[config.mk]
export PLATFORM = sky130hd
export DESIGN_NAME = multicycle_control_flat
export DESIGN_NICKNAME = d
export VERILOG_FILES = /design/src/rtl/multicycle_control_pkg.sv /design/src/rtl/multicycle_control_if.sv /design/src/rtl/multicycle_control_wait_timer.sv /design/src/rtl/multicycle_control.sv /design/src/flat_wrapper.sv
export SDC_FILE = /design/constraint.sdc
export NUM_CORES = 1
export LEC_CHECK = 0
export ABC_AREA = 1
export CAP_MARGIN = 20
export CORE_MARGIN = 5
export CORE_UTILIZATION = 33
export CTS_BUF_LIST = sky130_fd_sc_hd__clkbuf_2
export DETAILED_ROUTE_END_ITERATION = 7
export PLACE_DENSITY = 0.79
export SYNTH_ARGS = -nofsm -noshare
export SYNTH_HDL_FRONTEND = slang
export SYNTH_SLANG_ARGS = --single-unit
export TNS_END_PERCENT = 50
[constraint.sdc]
create_clock -name clk -period 1.15 [get_ports clk]
set_input_delay 0.23 -clock clk [delete_from_list [all_inputs] [get_ports clk]]
set_output_delay 0.23 -clock clk [all_outputs]
set_load 0.03 [all_outputs]
[src/rtl/multicycle_control_pkg.sv]
// Shared types and encodings for the multi-cycle MIPS controller.
package mc_ctrl_pkg;

    typedef enum logic [3:0] {
        ST_INIT      = 4'd0,
        ST_FETCH     = 4'd1,
        ST_DECODE    = 4'd2,
        ST_MEM_ADDR  = 4'd3,
        ST_MEM_READ  = 4'd4,
        ST_MEM_WB    = 4'd5,
        ST_MEM_WRITE = 4'd6,
        ST_R_EXEC    = 4'd7,
        ST_R_WB      = 4'd8,
        ST_I_EXEC    = 4'd9,
        ST_I_WB      = 4'd10,
        ST_BRANCH    = 4'd11,
        ST_JUMP      = 4'd12,
        ST_JR        = 4'd13
    } state_t;

    localparam logic [5:0] OP_RTYPE = 6'h00;
    localparam logic [5:0] OP_J     = 6'h02;
    localparam logic [5:0] OP_JAL   = 6'h03;
    localparam logic [5:0] OP_BEQ   = 6'h04;
    localparam logic [5:0] OP_ADDI  = 6'h08;
    localparam logic [5:0] OP_ADDIU = 6'h09;
    localparam logic [5:0] OP_SLTI  = 6'h0a;
    localparam logic [5:0] OP_SLTIU = 6'h0b;
    localparam logic [5:0] OP_ANDI  = 6'h0c;
    localparam logic [5:0] OP_LUI   = 6'h0f;
    localparam logic [5:0] OP_LW    = 6'h23;
    localparam logic [5:0] OP_SW    = 6'h2b;

    localparam logic [5:0] FN_SLL  = 6'h00;
    localparam logic [5:0] FN_SRL  = 6'h02;
    localparam logic [5:0] FN_SRA  = 6'h03;
    localparam logic [5:0] FN_JR   = 6'h08;
    localparam logic [5:0] FN_JALR = 6'h09;

    localparam logic [1:0] REGDST_RT = 2'b00;
    localparam logic [1:0] REGDST_RD = 2'b01;
    localparam logic [1:0] REGDST_RA = 2'b10;

    localparam logic [1:0] MEMTOREG_ALUOUT = 2'b00;
    localparam logic [1:0] MEMTOREG_MDR    = 2'b01;
    localparam logic [1:0] MEMTOREG_PC     = 2'b10;

    localparam logic [1:0] SRCA_PC    = 2'b00;
    localparam logic [1:0] SRCA_A     = 2'b01;
    localparam logic [1:0] SRCA_SHAMT = 2'b10;

    localparam logic [1:0] SRCB_B      = 2'b00;
    localparam logic [1:0] SRCB_FOUR   = 2'b01;
    localparam logic [1:0] SRCB_IMM    = 2'b10;
    localparam logic [1:0] SRCB_IMMSH2 = 2'b11;

    localparam logic [1:0] PCSRC_ALU    = 2'b00;
    localparam logic [1:0] PCSRC_ALUOUT = 2'b01;
    localparam logic [1:0] PCSRC_JUMP   = 2'b10;
    localparam logic [1:0] PCSRC_A      = 2'b11;

    localparam logic [2:0] ALUOP_ADD    = 3'b000;
    localparam logic [2:0] ALUOP_BRANCH = 3'b001;
    localparam logic [2:0] ALUOP_RTYPE  = 3'b010;
    localparam logic [2:0] ALUOP_AND    = 3'b100;
    localparam logic [2:0] ALUOP_SLT    = 3'b101;

    // Shift instructions take their first ALU operand from the shamt field.
    function automatic logic isShift(input logic [5:0] funct);
        return (funct == FN_SLL) || (funct == FN_SRL) || (funct == FN_SRA);
    endfunction

endpackage

[src/rtl/multicycle_control_if.sv]
// Controller <-> datapath signal bundle. The controller uses the master view.
interface multicycle_control_if;
    logic [5:0]  OpCode;
    logic [5:0]  Funct;
    logic        Zero;
    logic        mem_ready;
    logic        PCWrite;
    logic        PCWriteCond;
    logic        IorD;
    logic        MemRead;
    logic        MemWrite;
    logic        IRWrite;
    logic        RegWrite;
    logic [1:0]  RegDst;
    logic [1:0]  MemtoReg;
    logic [1:0]  ALUSrcA;
    logic [1:0]  ALUSrcB;
    logic [1:0]  PCSource;
    logic        ExtOp;
    logic        LuOp;
    logic [3:0]  ALUOp;
    logic        retire;
    logic        illegal;
    logic        mem_err;
    logic [3:0]  state_o;
    logic [31:0] instr_count;

    modport master (
        input  OpCode, Funct, Zero, mem_ready,
        output PCWrite, PCWriteCond, IorD, MemRead, MemWrite, IRWrite,
               RegWrite, RegDst, MemtoReg, ALUSrcA, ALUSrcB, PCSource,
               ExtOp, LuOp, ALUOp, retire, illegal, mem_err,
               state_o, instr_count
    );

    modport slave (
        output OpCode, Funct, Zero, mem_ready,
        input  PCWrite, PCWriteCond, IorD, MemRead, MemWrite, IRWrite,
               RegWrite, RegDst, MemtoReg, ALUSrcA, ALUSrcB, PCSource,
               ExtOp, LuOp, ALUOp, retire, illegal, mem_err,
               state_o, instr_count
    );
endinterface

[src/rtl/multicycle_control_wait_timer.sv]
// Memory wait counter: counts stalled cycles and flags the last allowed one.
// MEM_TIMEOUT = 0 never expires.
module mc_wait_timer #(
    parameter int MEM_TIMEOUT = 16
) (
    input  logic clk,
    input  logic reset,
    input  logic clear,
    input  logic enable,
    output logic expire
);
    localparam int W = (MEM_TIMEOUT > 1) ? $clog2(MEM_TIMEOUT) : 1;
    localparam logic [W-1:0] LAST = W'((MEM_TIMEOUT > 0) ? MEM_TIMEOUT - 1 : 0);

    logic [W-1:0] count;

    // Stall counter, cleared whenever the controller is not holding in a wait.
    always_ff @(posedge clk or negedge reset) begin
        if (!reset) begin
            count <= '0;
        end else if (clear) begin
            count <= '0;
        end else if (enable) begin
            count <= count + 1'b1;
        end
    end

    assign expire = (MEM_TIMEOUT != 0) && (count == LAST);
endmodule

[src/rtl/multicycle_control.sv]
// Multi-cycle MIPS control FSM. Optional retire counter under MC_CTRL_PERF_EN.
//
// state      | meaning
// INIT       | reset, all outputs low
// FETCH      | read instruction, PC+4 on ready
// DECODE     | read regs, precompute branch target
// MEM_ADDR   | effective address for lw/sw
// MEM_READ   | data read, wait for ready
// MEM_WB     | load result to rt
// MEM_WRITE  | data write, retires on ready
// R_EXEC     | R-type ALU operation
// R_WB       | R-type result to rd
// I_EXEC     | immediate ALU operation
// I_WB       | immediate result to rt
// BRANCH     | beq compare, conditional PC write
// JUMP       | j / jal
// JR         | jr / jalr
module multicycle_control
    import mc_ctrl_pkg::*;
#(
    parameter int MEM_TIMEOUT = 16
) (
    input  logic                   clk,
    input  logic                   reset,
    multicycle_control_if.master   bus
);
    state_t stateCur;
    state_t stateNext;
    logic   waitHold;
    logic   waitExpire;

    mc_wait_timer #(.MEM_TIMEOUT(MEM_TIMEOUT)) uWaitTimer (
        .clk    (clk),
        .reset  (reset),
        .clear  (!waitHold),
        .enable (waitHold),
        .expire (waitExpire)
    );

    // State register.
    always_ff @(posedge clk or negedge reset) begin
        if (!reset) begin
            stateCur <= ST_INIT;
        end else begin
            stateCur <= stateNext;
        end
    end

    // Next-state and per-state datapath controls.
    always_comb begin
        stateNext        = stateCur;
        waitHold         = 1'b0;
        bus.PCWrite      = 1'b0;
        bus.PCWriteCond  = 1'b0;
        bus.IorD         = 1'b0;
        bus.MemRead      = 1'b0;
        bus.MemWrite     = 1'b0;
        bus.IRWrite      = 1'b0;
        bus.RegWrite     = 1'b0;
        bus.RegDst       = REGDST_RT;
        bus.MemtoReg     = MEMTOREG_ALUOUT;
        bus.ALUSrcA      = SRCA_PC;
        bus.ALUSrcB      = SRCB_B;
        bus.PCSource     = PCSRC_ALU;
        bus.ExtOp        = 1'b0;
        bus.LuOp         = 1'b0;
        bus.ALUOp        = 4'b0000;
        bus.retire       = 1'b0;
        bus.illegal      = 1'b0;
        bus.mem_err      = 1'b0;

        case (stateCur)
            ST_INIT: stateNext = ST_FETCH;

            ST_FETCH: begin
                bus.MemRead = 1'b1;
                bus.ALUSrcB = SRCB_FOUR;
                if (bus.mem_ready) begin
                    bus.IRWrite = 1'b1;
                    bus.PCWrite = 1'b1;
                    stateNext   = ST_DECODE;
                end else if (waitExpire) begin
                    bus.mem_err = 1'b1;
                    stateNext   = ST_FETCH;
                end else begin
                    waitHold = 1'b1;
                end
            end

            ST_DECODE: begin
                bus.ALUSrcB = SRCB_IMMSH2;
                bus.ExtOp   = 1'b1;
                case (bus.OpCode)
                    OP_LW, OP_SW: stateNext = ST_MEM_ADDR;
                    OP_RTYPE: begin
                        if (bus.Funct == FN_JR || bus.Funct == FN_JALR) begin
                            stateNext = ST_JR;
                        end else begin
                            stateNext = ST_R_EXEC;
                        end
                    end
                    OP_BEQ:       stateNext = ST_BRANCH;
                    OP_J, OP_JAL: stateNext = ST_JUMP;
                    OP_LUI, OP_ADDI, OP_ADDIU, OP_ANDI, OP_SLTI, OP_SLTIU:
                                  stateNext = ST_I_EXEC;
                    default: begin
                        bus.illegal = 1'b1;
                        stateNext   = ST_FETCH;
                    end
                endcase
            end

            ST_MEM_ADDR: begin
                bus.ALUSrcA = SRCA_A;
                bus.ALUSrcB = SRCB_IMM;
                bus.ExtOp   = 1'b1;
                stateNext   = (bus.OpCode == OP_LW) ? ST_MEM_READ : ST_MEM_WRITE;
            end

            ST_MEM_READ: begin
                bus.MemRead = 1'b1;
                bus.IorD    = 1'b1;
                if (bus.mem_ready) begin
                    stateNext = ST_MEM_WB;
                end else if (waitExpire) begin
                    bus.mem_err = 1'b1;
                    stateNext   = ST_FETCH;
                end else begin
                    waitHold = 1'b1;
                end
            end

            ST_MEM_WB: begin
                bus.RegWrite = 1'b1;
                bus.RegDst   = REGDST_RT;
                bus.MemtoReg = MEMTOREG_MDR;
                bus.retire   = 1'b1;
                stateNext    = ST_FETCH;
            end

            ST_MEM_WRITE: begin
                bus.MemWrite = 1'b1;
                bus.IorD     = 1'b1;
                if (bus.mem_ready) begin
                    bus.retire = 1'b1;
                    stateNext  = ST_FETCH;
                end else if (waitExpire) begin
                    bus.mem_err = 1'b1;
                    stateNext   = ST_FETCH;
                end else begin
                    waitHold = 1'b1;
                end
            end

            ST_R_EXEC: begin
                bus.ALUSrcA = isShift(bus.Funct) ? SRCA_SHAMT : SRCA_A;
                bus.ALUSrcB = SRCB_B;
                bus.ALUOp   = {bus.OpCode[0], ALUOP_RTYPE};
                stateNext   = ST_R_WB;
            end

            ST_R_WB: begin
                bus.RegWrite = 1'b1;
                bus.RegDst   = REGDST_RD;
                bus.MemtoReg = MEMTOREG_ALUOUT;
                bus.retire   = 1'b1;
                stateNext    = ST_FETCH;
            end

            ST_I_EXEC: begin
                bus.ALUSrcA = SRCA_A;
                bus.ALUSrcB = SRCB_IMM;
                bus.LuOp    = (bus.OpCode == OP_LUI);
                bus.ExtOp   = !((bus.OpCode == OP_ANDI) || (bus.OpCode == OP_LUI));
                if (bus.OpCode == OP_ANDI) begin
                    bus.ALUOp = {bus.OpCode[0], ALUOP_AND};
                end else if (bus.OpCode == OP_SLTI || bus.OpCode == OP_SLTIU) begin
                    bus.ALUOp = {bus.OpCode[0], ALUOP_SLT};
                end else begin
                    bus.ALUOp = {bus.OpCode[0], ALUOP_ADD};
                end
                stateNext = ST_I_WB;
            end

            ST_I_WB: begin
                bus.RegWrite = 1'b1;
                bus.RegDst   = REGDST_RT;
                bus.MemtoReg = MEMTOREG_ALUOUT;
                bus.retire   = 1'b1;
                stateNext    = ST_FETCH;
            end

            ST_BRANCH: begin
                // Zero gates the PC write in the datapath, not here.
                bus.ALUSrcA     = SRCA_A;
                bus.ALUSrcB     = SRCB_B;
                bus.PCWriteCond = 1'b1;
                bus.PCSource    = PCSRC_ALUOUT;
                bus.ALUOp       = {bus.OpCode[0], ALUOP_BRANCH};
                bus.retire      = 1'b1;
                stateNext       = ST_FETCH;
            end

            ST_JUMP: begin
                bus.PCWrite  = 1'b1;
                bus.PCSource = PCSRC_JUMP;
                bus.retire   = 1'b1;
                if (bus.OpCode == OP_JAL) begin
                    bus.RegWrite = 1'b1;
                    bus.RegDst   = REGDST_RA;
                    bus.MemtoReg = MEMTOREG_PC;
                end
                stateNext = ST_FETCH;
            end

            ST_JR: begin
                bus.PCWrite  = 1'b1;
                bus.PCSource = PCSRC_A;
                bus.retire   = 1'b1;
                if (bus.Funct == FN_JALR) begin
                    bus.RegWrite = 1'b1;
                    bus.RegDst   = REGDST_RD;
                    bus.MemtoReg = MEMTOREG_PC;
                end
                stateNext = ST_FETCH;
            end

            default: stateNext = ST_INIT;
        endcase
    end

    assign bus.state_o = stateCur;

`ifdef MC_CTRL_PERF_EN
    logic [31:0] instrCount;

    // Retired-instruction counter, wraps naturally.
    always_ff @(posedge clk or negedge reset) begin
        if (!reset) begin
            instrCount <= '0;
        end else if (bus.retire) begin
            instrCount <= instrCount + 32'd1;
        end
    end

    assign bus.instr_count = instrCount;
`else
    assign bus.instr_count = 32'd0;
`endif

endmodule

[src/flat_wrapper.sv]
// flat-port wrapper written by rule: the top's interface ports become plain ports
module multicycle_control_flat import mc_ctrl_pkg::*;
#(
    parameter int MEM_TIMEOUT = 16
)
  (clk, reset, bus_OpCode, bus_Funct, bus_Zero, bus_mem_ready, bus_PCWrite, bus_PCWriteCond, bus_IorD, bus_MemRead, bus_MemWrite, bus_IRWrite, bus_RegWrite, bus_RegDst, bus_MemtoReg, bus_ALUSrcA, bus_ALUSrcB, bus_PCSource, bus_ExtOp, bus_LuOp, bus_ALUOp, bus_retire, bus_illegal, bus_mem_err, bus_state_o, bus_instr_count);
  multicycle_control_if bus_i ();
  input  logic clk;
  input  logic reset;
  input wire logic [$bits(bus_i.OpCode)-1:0] bus_OpCode;
  input wire logic [$bits(bus_i.Funct)-1:0] bus_Funct;
  input wire logic [$bits(bus_i.Zero)-1:0] bus_Zero;
  input wire logic [$bits(bus_i.mem_ready)-1:0] bus_mem_ready;
  output wire logic [$bits(bus_i.PCWrite)-1:0] bus_PCWrite;
  output wire logic [$bits(bus_i.PCWriteCond)-1:0] bus_PCWriteCond;
  output wire logic [$bits(bus_i.IorD)-1:0] bus_IorD;
  output wire logic [$bits(bus_i.MemRead)-1:0] bus_MemRead;
  output wire logic [$bits(bus_i.MemWrite)-1:0] bus_MemWrite;
  output wire logic [$bits(bus_i.IRWrite)-1:0] bus_IRWrite;
  output wire logic [$bits(bus_i.RegWrite)-1:0] bus_RegWrite;
  output wire logic [$bits(bus_i.RegDst)-1:0] bus_RegDst;
  output wire logic [$bits(bus_i.MemtoReg)-1:0] bus_MemtoReg;
  output wire logic [$bits(bus_i.ALUSrcA)-1:0] bus_ALUSrcA;
  output wire logic [$bits(bus_i.ALUSrcB)-1:0] bus_ALUSrcB;
  output wire logic [$bits(bus_i.PCSource)-1:0] bus_PCSource;
  output wire logic [$bits(bus_i.ExtOp)-1:0] bus_ExtOp;
  output wire logic [$bits(bus_i.LuOp)-1:0] bus_LuOp;
  output wire logic [$bits(bus_i.ALUOp)-1:0] bus_ALUOp;
  output wire logic [$bits(bus_i.retire)-1:0] bus_retire;
  output wire logic [$bits(bus_i.illegal)-1:0] bus_illegal;
  output wire logic [$bits(bus_i.mem_err)-1:0] bus_mem_err;
  output wire logic [$bits(bus_i.state_o)-1:0] bus_state_o;
  output wire logic [$bits(bus_i.instr_count)-1:0] bus_instr_count;
  assign bus_i.OpCode = bus_OpCode;
  assign bus_i.Funct = bus_Funct;
  assign bus_i.Zero = bus_Zero;
  assign bus_i.mem_ready = bus_mem_ready;
  assign bus_PCWrite = bus_i.PCWrite;
  assign bus_PCWriteCond = bus_i.PCWriteCond;
  assign bus_IorD = bus_i.IorD;
  assign bus_MemRead = bus_i.MemRead;
  assign bus_MemWrite = bus_i.MemWrite;
  assign bus_IRWrite = bus_i.IRWrite;
  assign bus_RegWrite = bus_i.RegWrite;
  assign bus_RegDst = bus_i.RegDst;
  assign bus_MemtoReg = bus_i.MemtoReg;
  assign bus_ALUSrcA = bus_i.ALUSrcA;
  assign bus_ALUSrcB = bus_i.ALUSrcB;
  assign bus_PCSource = bus_i.PCSource;
  assign bus_ExtOp = bus_i.ExtOp;
  assign bus_LuOp = bus_i.LuOp;
  assign bus_ALUOp = bus_i.ALUOp;
  assign bus_retire = bus_i.retire;
  assign bus_illegal = bus_i.illegal;
  assign bus_mem_err = bus_i.mem_err;
  assign bus_state_o = bus_i.state_o;
  assign bus_instr_count = bus_i.instr_count;
  multicycle_control #(.MEM_TIMEOUT(MEM_TIMEOUT)) u_core (.clk(clk), .reset(reset), .bus(bus_i));
endmodule
==> results of run 1 <==
## state kept, by name (all words and copies together) (netlist names)
signal,count
u_core.uWaitTimer.count,4
u_core.bus.state_o,4
## final cells by class
type / instances / area, sq um / area share [%]
inverter: 24 / 115 / 4.33
clock buffer: 4 / 20.0 / 0.753
timing repair buffer: 126 / 1180 / 44.5
multi-input combinational: 150 / 1070 / 40.4
tap: 46 / 57.6 / 2.16
sequential: 8 / 205 / 7.71
antenna: 1 / 2.50 / 0.0941
## where the power goes
| part | internal [uW] | total, uW | switching (uW) |
|---|---|---|---|
| sequential | 368 | 464 | 96.0 |
| combinational | 2090 | 4680 | 2590 |
| clock | 92.4 | 222 | 130 |
| total | 2550 | 5370 | 2820 |
## layout by cell type, fill, tap and decap left out, drive strengths merged
cell / n
a21boi: 1
a21oi: 6
a31oi: 1
buf: 111
clkbuf: 4
clkdlybuf4s18: 1
clkdlybuf4s50: 6
clkinv: 1
conb: 32
dfrtp: 8
diode: 1
dlygate4sd2: 8
ha: 1
inv: 23
nand2: 46
nand3: 16
nand3b: 1
nand4: 3
nor2: 30
nor3: 3
nor4: 1
o21ai: 7
or2: 1
xor2: 1
## final timing paths
path                                            startpoint                          to  slack [ns]  depth (start not counted)
worst max-delay path                 u_core.bus.state_o[3]                 bus_PCWrite       -0.67                          7
worst min-delay path                                 reset  u_core.uWaitTimer.count[2]        0.22                          1
worst max register to register       u_core.bus.state_o[2]       u_core.bus.state_o[0]       -0.44                         10
worst min register to register  u_core.uWaitTimer.count[0]  u_core.uWaitTimer.count[0]        0.57                          2
max in group asynchronous                            reset       u_core.bus.state_o[1]        0.61                          1
min in group clk                u_core.uWaitTimer.count[0]  u_core.uWaitTimer.count[0]        0.57                          2
## worst register-to-register path, stage by stage (launching register included)
cell and delay [ns]:
dfrtp_2 0.48, nand2_4 0.13, buf_6 0.15, nor2_4 0.05
nor2_4 0.11, nand2_2 0.08, nor2_4 0.14, buf_4 0.13
buf_4 0.09, buf_4 0.10, nand3_1 0.07
## repair_timing
item                                    in CTS  in global routing
hold buffers                                 0                  0
gates cloned                                 0                  0
resized for setup                           95                 21
pin swaps                                   20                 12
endpoints found under the setup margin      38                 38
buffers inserted                            15                  7
## per-stage QoR
stage / worst slack, ns / power, uW / hold WS [ns] / TNS [ns] / area (sq um)
2_1_floorplan: -0.404 / 2420 / -0.0656 / -7.88 / 1450
6_report: -0.674 / 5370 / 0.216 / -18.37 / 2660
3_3_place_gp: -0.823 / 3480 / 0.510 / -13.43 / 2060
3_5_place_dp: -0.867 / 3530 / 0.525 / -14.14 / 2060
5_1_grt: -0.744 / 5590 / 0.237 / -20.30 / 2660
4_1_cts: -0.667 / 4780 / 0.246 / -15.87 / 2530
## per-layer routing
metal  GRT usage, %  wire [um]  part of all wire [%]  vias to the layer above
met5              0          0                     0                        -
met4           11.7        411                   6.8                        0
met3           4.43        389                   6.5                       35
met2           47.0       3170                    53                       98
met1           24.1       2040                    34                      787
li1               -          -                     -                      776
## kinds of logic after synthesis
kind of cell | Yosys count | share of synthesized area, %
XOR/XNOR | 1 | 0.779
adder cells (fa/ha/maj) | 1 | 1.11
AND/OR/NAND/NOR | 101 | 42.9
flip-flops | 8 | 17.8
buffers and inverters | 57 | 30.0
AO/OA/AOI/OAI | 15 | 7.01
other | 1 | 0.333
==> key figures, run 1 <==
Run status
  – Outcome: finished with violations
  – Failing checks: setup timing

Worst setup path
  – Critical Path RT: between 0.9 and 1 ns
  – Critical path capture point type: output pin
  – Worst path max stage delay: between 0.4 and 0.5 ns
  – Crit path cell chain: buf_6 -> nor2_4 -> buf_4 -> buf_4 -> nand3_4 -> nand2_2 -> buf_6
  – Slowest stage cell, crit path: dfrtp_2
  – Max FO, Critical Path: 5
  – Crit path kind: reg2out
  – CP Launch Type: register
  – WP buf/inv: 4
  – CP delay by family, top: buffers and inverters
  – WP data arrival: 1.59 ns

GRT
  – GRT Total Usage: between 20% and 30%
  – Initial antenna violation count: 1
  – First-pass GRT wire length: slightly above 8 mm
  – Grt ovf: 0
  – Vias in the first global route: roughly 1700
  – Largest net degree at the start of global routing: 9

Run
  – Max Cap Viol: 0

Synthesis
  – Synth area leader: buf_4
  – Synth Flop Type: dfrtp_1
  – Syn Inst Count: about 180
  – FF+latch count, synth: 8
  – Sequential share of the synthesized area: approximately 18%
  – YS warnings: 0
  – Async SR Flop Fraction: 100%
  – Post-synth top area share: 22.0%
  – Top-count cell post-synth: nand2_1
  – Synth area leaders: buf_4, dfrtp_1, nand2_1, nor2_1, nand3_1
  – Syn_area_per_cell: 6.11 sq um
  – EDFF count, synth: 0
  – Most instantiated cells after synthesis: nand2_1, buf_4, nor2_1, inv_1, nand3_1
  – Netlist cell types: 25
  – Synth Cell Area: 1120 sq um

Floorplanning
  – Starting Density: between 30% and 40%
  – # rows: 21
  – IO Pins: a little under 80
  – Core ar.: about 3300 sq um
  – Die extent in y: 68.4 um
  – Die area: roughly 4700 sq um
  – Chip width: ~68 um

Route
  – TritonRoute pass-1 iters: 5
  – DR vias: approximately 1700
  – Via/cell ratio: roughly 4.7
  – # DRC: 0
  – Routed Antenna Nets: 0
  – 1st-iter DRT viols: 107
  – Final WL: about 6 mm
  – Drt wl/cell: between 15 and 20 um

Clock tree
  – Htree depth: 1
  – Total CTS buffers: 3
  – Clk_lat worst skew: around 0.28 ns
  – CTS root buf: clkbuf_2
  – Clock Tree Buf Depth: 2
  – TritonCTS sink count: 8
  – Worst-path clk slew: roughly 0.12 ns
  – CTS tree: yes

Pwr
  – LEAKAGE: ~0.0014 uW
  – Max VDD drop: ~950 uV
  – Pwr dens: 2020 nW/um^2

Layout
  – Finished Layout Cells: roughly 360
  – Share of cells above drive strength 1: 61.2%
  – Layout fillers: 203
  – Final nets: 330
  – Area Growth Syn to Fin: 136%
  – Fin util: about four fifths

Timing
  – Minimum period implied by the final worst setup slack: around 1.8 ns
  – Final period utilization: 159%
  – Post-Route Skew: 0.0258 ns
  – Setup ws final: -0.674 ns
  – Max-slew violation count: 0
  – Final Hold Viols: 0
  – Fmax: around 0.55 GHz
  – RSZ-0062 raised after global routing: yes
  – Setup Viol. Count Final: 38

Place
  – Dpl cells: between 300 and 400
  – Global placer's final weighted congestion: ~0.84
  – PortBufs: 44
  – DPL Wire Length: 3.19 mm

Hold path
  – Class of the worst hold path: in2async
Note: power is estimated with default switching activity, not from simulation.
==> run 2: changes to the inputs <==
Settings changed: CORE_ASPECT_RATIO set to 1.5, SKIP_CTS_REPAIR_TIMING set to 1, SKIP_LAST_GASP set to 1.
==> run 2 against run 1 <==
  * The run still ends with setup timing left
  * Total power fell by 14%
  * Via count fell by 8.1%
  * Routed wire length fell by 23%
  * Worst hold slack improved by 0.056 ns
  * Global-route usage fell by 9.4 points
  * First-iteration DRC count fell by 44%
  * Maximum frequency rose by 1.4%
  * Count of clock-buffer cells in the layout did not move
  * Critical path depth did not move
  * Flip-flop and latch count did not move
  * Combinational power fell by 15%
  * Critical path type is now in2out
  * Largest power group unchanged
==> key figures, run 2 (synthesized netlist as in run 1, its figures left out) <==
Floorplanning
  – IO Pins: 78 (unchanged)
  – Core ar.: 3350 sq um (+1.2%)
  – Starting Density: 33.6% (-0.41 points)
  – Die extent in y: 81.5 um (+19%)
  – Die area: 4700 sq um (+0.53%)
  – # rows: 26 (+24%)
  – Chip width: 57.7 um (-16%)

Timing
  – Final Hold Viols: 0 (unchanged)
  – Max-slew violation count: 0 (unchanged)
  – RSZ-0062 raised after global routing: yes
  – Minimum period implied by the final worst setup slack: 1.80 ns (-0.0259 ns)
  – TNS Setup: -17.33 ns (+1.04 ns)
  – Post-Route Skew: 0.00450 ns (-0.0213 ns)
  – Fmax: 0.556 GHz (+1.4%)
  – Setup Viol. Count Final: 38 (unchanged)
  – Final period utilization: 156% (-2.2 points)
  – Setup ws final: -0.648 ns (+0.0259 ns)

Worst setup path
  – Register-to-register setup slack: -0.38 ns (+0.06 ns)
  – Max FO, Critical Path: 3 (-2)
  – WP buf/inv: 3 (-1)
  – WP data arrival: 1.57 ns (-0.02 ns)
  – CP Launch Type: input pin
  – Critical Path RT: 0.92 ns (about the same)
  – Crit path cell chain: clkdlybuf4s50_1 -> nor2_2 -> buf_4 -> nand3_2 -> nand3b_1 -> nand2_1 -> buf_6
  – Critical path capture point type: output pin
  – CP delay by family, top: buffers and inverters
  – Slowest stage cell, crit path: clkdlybuf4s50_1
  – Worst path max stage delay: 0.44 ns (-0.03 ns)
  – Crit path kind: in2out

Pwr
  – Pwr dens: 1960 nW/um^2 (-2.6%)
  – LEAKAGE: 0.00130 uW (-6.0%)
  – Max VDD drop: 1830 uV (+94%)

Clock tree
  – CTS root buf: clkbuf_2
  – Htree depth: 1 (unchanged)
  – TritonCTS sink count: 8 (unchanged)
  – Clock Tree Buf Depth: 2 (unchanged)
  – Worst-path clk slew: 0.08 ns (-0.04 ns)
  – Total CTS buffers: 3 (unchanged)
  – CTS tree: yes
  – Clk_lat worst skew: 0.23 ns (-0.05 ns)

Place
  – Global placer's final weighted congestion: 0.835 (-0.17%)
  – DPL Wire Length: 3.09 mm (-3.0%)
  – Dpl cells: 318 (-4.2%)
  – Worst slack, placed: -0.844 ns (+0.0225 ns)
  – PortBufs: 44 (unchanged)
  – Dpl cell area: 2010 sq um (-2.7%)

Layout
  – N_diodes: 0 (-1)
  – Share of cells above drive strength 1: 54.9% (-6.3 points)
  – Finished Layout Cells: 335 (-6.7%)
  – Final nets: 311 (-5.8%)
  – Most common cell after layout, fill and taps aside: buf_4
  – Most frequent cells in the layout: buf_4, conb_1, nand2_1
  – Area Growth Syn to Fin: 110%
  – Final instance area: 2360 sq um (-11%)
  – Fin util: 70.4% (-10 points)

GRT
  – Grt ovf: 0 (unchanged)
  – First-pass GRT wire length: 5.68 mm (-31%)
  – Initial antenna violation count: 0 (-1)
  – GRT Total Usage: 14.8% (-9.4 points)
  – Largest net degree at the start of global routing: 9 (unchanged)
  – Vias in the first global route: 1408 (-16%)

Route
  – Drt wl/cell: 13.9 um (-17%)
  – 1st-iter DRT viols: 60 (-44%)
  – Routed Antenna Nets: 0 (unchanged)
  – Via/cell ratio: 4.65 (-1.6%)
  – TritonRoute pass-1 iters: 4 (-1)
  – # DRC: 0 (unchanged)
  – DR vias: 1558 (-8.1%)
  – Final WL: 4.65 mm (-23%)

Run
  – Max Cap Viol: 0 (unchanged)

Hold path
  – Class of the worst hold path: in2async

Run status
  – Failing checks: setup timing
  – Outcome: finished with violations
-- run 2: changes by cell type in the layout (fill, tap and decap cells not counted), moves of 4 or more --
cell	change
dlymetal6s2s_1	+8
nand3_1	+4
buf_6	-28
dlygate4sd2_1	-8
nand2_4	-4
buf_4	+9
-- run 2: layout make-up --
| type | count | area, sq um |
|---|---|---|
| Multi-Input combinational cell | 150 | 997 |
| Fill cell | 238 | 993 |
| Timing Repair Buffer | 107 | 977 |
| Sequential cell | 8 | 205 |
| Inverter | 24 | 105 |
| Tap cell | 42 | 52.6 |
| Clock buffer | 4 | 20.0 |
-- run 2: power breakdown --
part / switching, uW / leakage (uW) / internal, uW / total (uW)
combinational: 2270 / 0.00118 / 1700 / 3970
sequential: 107 / 0.000101 / 369 / 475
clock: 95.9 / 0.0000166 / 92.5 / 188
-- run 2: final timing paths --
check,start,end,cells after the start
worst max-delay path,bus_Funct[5],bus_MemtoReg[1],7
worst min-delay path,reset,u_core.bus.state_o[0],1
worst max register to register,u_core.bus.state_o[0],u_core.bus.state_o[0],9
worst min register to register,u_core.uWaitTimer.count[0],u_core.uWaitTimer.count[0],2
max in group asynchronous,reset,u_core.bus.state_o[3],1
min in group clk,bus_OpCode[3],u_core.bus.state_o[3],6
-- run 2: per-layer routing --
| metal | track usage, % | vias up | part of all wire [%] | wire [um] |
|---|---|---|---|---|
| met4 | 3.02 | 0 | 2.2 | 102 |
| met3 | 2.04 | 13 | 6.4 | 299 |
| met2 | 30.8 | 86 | 57 | 2650 |
| met1 | 15.0 | 728 | 34 | 1590 |
| met5 | 0 | - | 0 | 0 |
| li1 | - | 731 | - | - |
-- run 2: worst register-to-register path: cells and delay by family, from the launching register on --
family                 cells  cell delay (ns)
buffers and inverters      3             0.37
flip-flops                 1             0.46
AND/OR/NAND/NOR            6             0.58
-- run 2: through the flow --
| stage | hold slack (ns) | power, uW |
|---|---|---|
| 6_report | 0.273 | 4630 |
| 3_3_place_gp | 0.517 | 3440 |
| 5_1_grt | 0.274 | 4880 |
| 4_1_cts | 0.268 | 3690 |
| 2_1_floorplan | -0.0656 | 2420 |
| 3_5_place_dp | 0.524 | 3500 |
==> run 3: changes to the inputs <==
--- a/config.mk
+++ b/config.mk
@@ -11,6 +11,6 @@
 export CORE_MARGIN = 5
-export CORE_UTILIZATION = 33
+export CORE_UTILIZATION = 36
 export CTS_BUF_LIST = sky130_fd_sc_hd__clkbuf_2
 export DETAILED_ROUTE_END_ITERATION = 7
-export PLACE_DENSITY = 0.79
+export PLACE_DENSITY = 0.82
 export SKIP_CTS_REPAIR_TIMING = 1
==> constraint.sdc (replaced) <==
create_clock -name clk -period 1.9 [get_ports clk]
set_input_delay 0.38 -clock clk [delete_from_list [all_inputs] [get_ports clk]]
set_output_delay 0.38 -clock clk [all_outputs]
set_load 0.02 [all_outputs]
==> run 3 against run 2 <==
  * Flip-flop and latch count unchanged
  * The flow still finishes with violations (setup timing)
  * Total power decreased by 59%
  * Highest routed layer unchanged
  * Worst hold slack improved by 0.15 ns
  * Clock skew decreased by 0.0042 ns
  * Non-clock buffer count decreased by 21
  * Cell area decreased by 21%
  * Setup slack improved by 0.33 ns
==> key figures, run 3 (synthesized netlist as in run 1, its figures left out) <==
Run status
  – Outcome: finished with violations
  – Failing checks: setup timing

Timing
  – Setup ws final: -0.317 ns (+0.331 ns)
  – Final Hold Viols: 0 (unchanged)
  – Post-Route Skew: 0.000280 ns (-0.00422 ns)
  – Fmax: ~0.45 GHz
  – Max-slew violation count: 0 (unchanged)
  – RSZ-0062 raised after global routing: yes
  – Final period utilization: 117%
  – Setup Viol. Count Final: 11 (-71%)
  – Minimum period implied by the final worst setup slack: ~2.2 ns
  – Final hold slack: 0.424 ns (+0.151 ns)

Layout
  – Share of cells above drive strength 1: 34.3% (-21 points)
  – Layout fillers: 281 (+18%)
  – Register area: 204 sq um (-0.61%)
  – Most frequent cells in the layout: buf_4, nand2_1, conb_1
  – Finished Layout Cells: 311 (-7.2%)
  – Fin util: 60.3% (-10 points)
  – Area of the multi-input gates: 773 sq um (-22%)
  – Most common cell after layout, fill and taps aside: buf_4
  – Final nets: 290 (-6.8%)
  – N_diodes: 0 (unchanged)
  – Area Growth Syn to Fin: 66.1%

GRT
  – Initial antenna violation count: 0 (unchanged)
  – GRT Total Usage: 15.2% (+0.47 points)
  – First-pass GRT wire length: 5.58 mm (-1.7%)
  – Grt ovf: 0 (unchanged)
  – Vias in the first global route: 1336 (-5.1%)
  – Largest net degree at the start of global routing: 9 (unchanged)

Floorplanning
  – Starting Density: 36.3% (+2.8 points)
  – Core ar.: 3100 sq um (-7.6%)
  – Chip width: 55.6 um (-3.5%)
  – Die extent in y: 78.5 um (-3.7%)
  – IO Pins: 78 (unchanged)
  – Die area: 4370 sq um (-7.1%)
  – # rows: 25 (-3.8%)

Hold path
  – Class of the worst hold path: in2async

Route
  – Drt wl/cell: 11.5 um (-17%)
  – 1st-iter DRT viols: 25 (-58%)
  – # DRC: 0 (unchanged)
  – Routed Antenna Nets: 0 (unchanged)
  – Final WL: 3.57 mm (-23%)
  – Via/cell ratio: 4.58 (-1.5%)
  – TritonRoute pass-1 iters: 4 (unchanged)
  – DR vias: 1424 (-8.6%)

Clock tree
  – Clock Tree Buf Depth: 2 (unchanged)
  – Worst-path clk slew: 0.07 ns (about the same)
  – Htree depth: 1 (unchanged)
  – Total CTS buffers: 3 (unchanged)
  – TritonCTS sink count: 8 (unchanged)
  – Clk_lat worst skew: 0.21 ns (-0.02 ns)
  – CTS root buf: clkbuf_2
  – CTS tree: yes

Worst setup path
  – Crit path kind: in2out
  – Worst reg2reg endpoint: u_core.bus.state_o[1]
  – WP data arrival: 1.84 ns (+0.27 ns)
  – Max FO, Critical Path: 2 (-1)
  – Critical path capture point type: output pin
  – CP Launch Type: input pin
  – Critical Path RT: 1.52 ns (+0.60 ns)
  – FF-to-FF Start: u_core.bus.state_o[3]
  – R2R depth: 8 (-1)
  – Register-to-register setup slack: 0.52 ns (+0.90 ns)

Place
  – PortBufs: 44 (unchanged)
  – Worst slack, placed: -0.667 ns (+0.177 ns)
  – DPL Wire Length: 2.91 mm (-5.9%)
  – Global placer's final weighted congestion: 0.910 (+8.9%)
  – Dpl cells: 305 (-4.1%)

Pwr
  – Pwr dens: 1000 nW/um^2 (-49%)
  – LEAKAGE: 0.00114 uW (-12%)
  – Max VDD drop: 638 uV (-65%)

Run
  – Max Cap Viol: 0 (unchanged)
run 3: cell types whose count changed in the layout (fill, tap and decap cells not counted), sizes merged:
cell / before / now
buf: 92 / 48
clkdlybuf4s50: 7 / 20
clkbuf: 4 / 10
dlymetal6s2s: 8 / 11
run 3: final cells by class:
cell class	count	area share, %
Sequential cell	8	10.9
Multi-Input combinational cell	150	41.4
Clock buffer	3	0.804
Inverter	24	4.82
Tap cell	40	2.68
Timing Repair Buffer	86	39.4
run 3: worst max-delay path by stage:
stage | from | endpoint | cells past startpoint
2_1_floorplan | u_core.bus.state_o[0] | bus_ALUOp[3] | 5
3_3_place_gp | bus_OpCode[0] | bus_illegal | 7
3_5_place_dp | bus_OpCode[5] | bus_RegWrite | 7
4_1_cts | bus_OpCode[5] | bus_RegWrite | 7
5_1_grt | bus_Funct[1] | bus_ALUSrcA[1] | 6
6_report | bus_Funct[1] | bus_ALUSrcA[1] | 6
run 3: power by group:
| group | leakage, uW | total (uW) | switching, uW | internal, uW |
|---|---|---|---|---|
| Combinational | 0.00103 | 1480 | 843 | 640 |
| Sequential | 0.000102 | 302 | 80.4 | 222 |
| Clock | 0.0000125 | 91.3 | 48.3 | 43.0 |
run 3: critical path: stages:
cell and delay [ns]:
clkdlybuf4s50_1 0.46, inv_1 0.05, a21oi_1 0.12, nand3_1 0.12
nor2_1 0.10, clkdlybuf4s50_1 0.62
run 3: routing by layer:
metal | global-route usage, % | part of all wire (%) | vias to the layer above
met5 | 0 | 0 | -
met4 | 3.89 | 0.67 | 0
met3 | 2.63 | 7.8 | 4
met2 | 31.4 | 57 | 67
met1 | 15.1 | 35 | 668
li1 | - | - | 685
run 3: through the flow:
step,area [sq um],total power (uW),TNS (ns)
after floorplan,1240,1060,0
final,1870,1880,-1.91
after global placement,1780,1720,-7.06
after global routing,1870,2020,-3.13
after CTS,1790,1840,-10.90
after detailed placement,1780,1740,-7.37
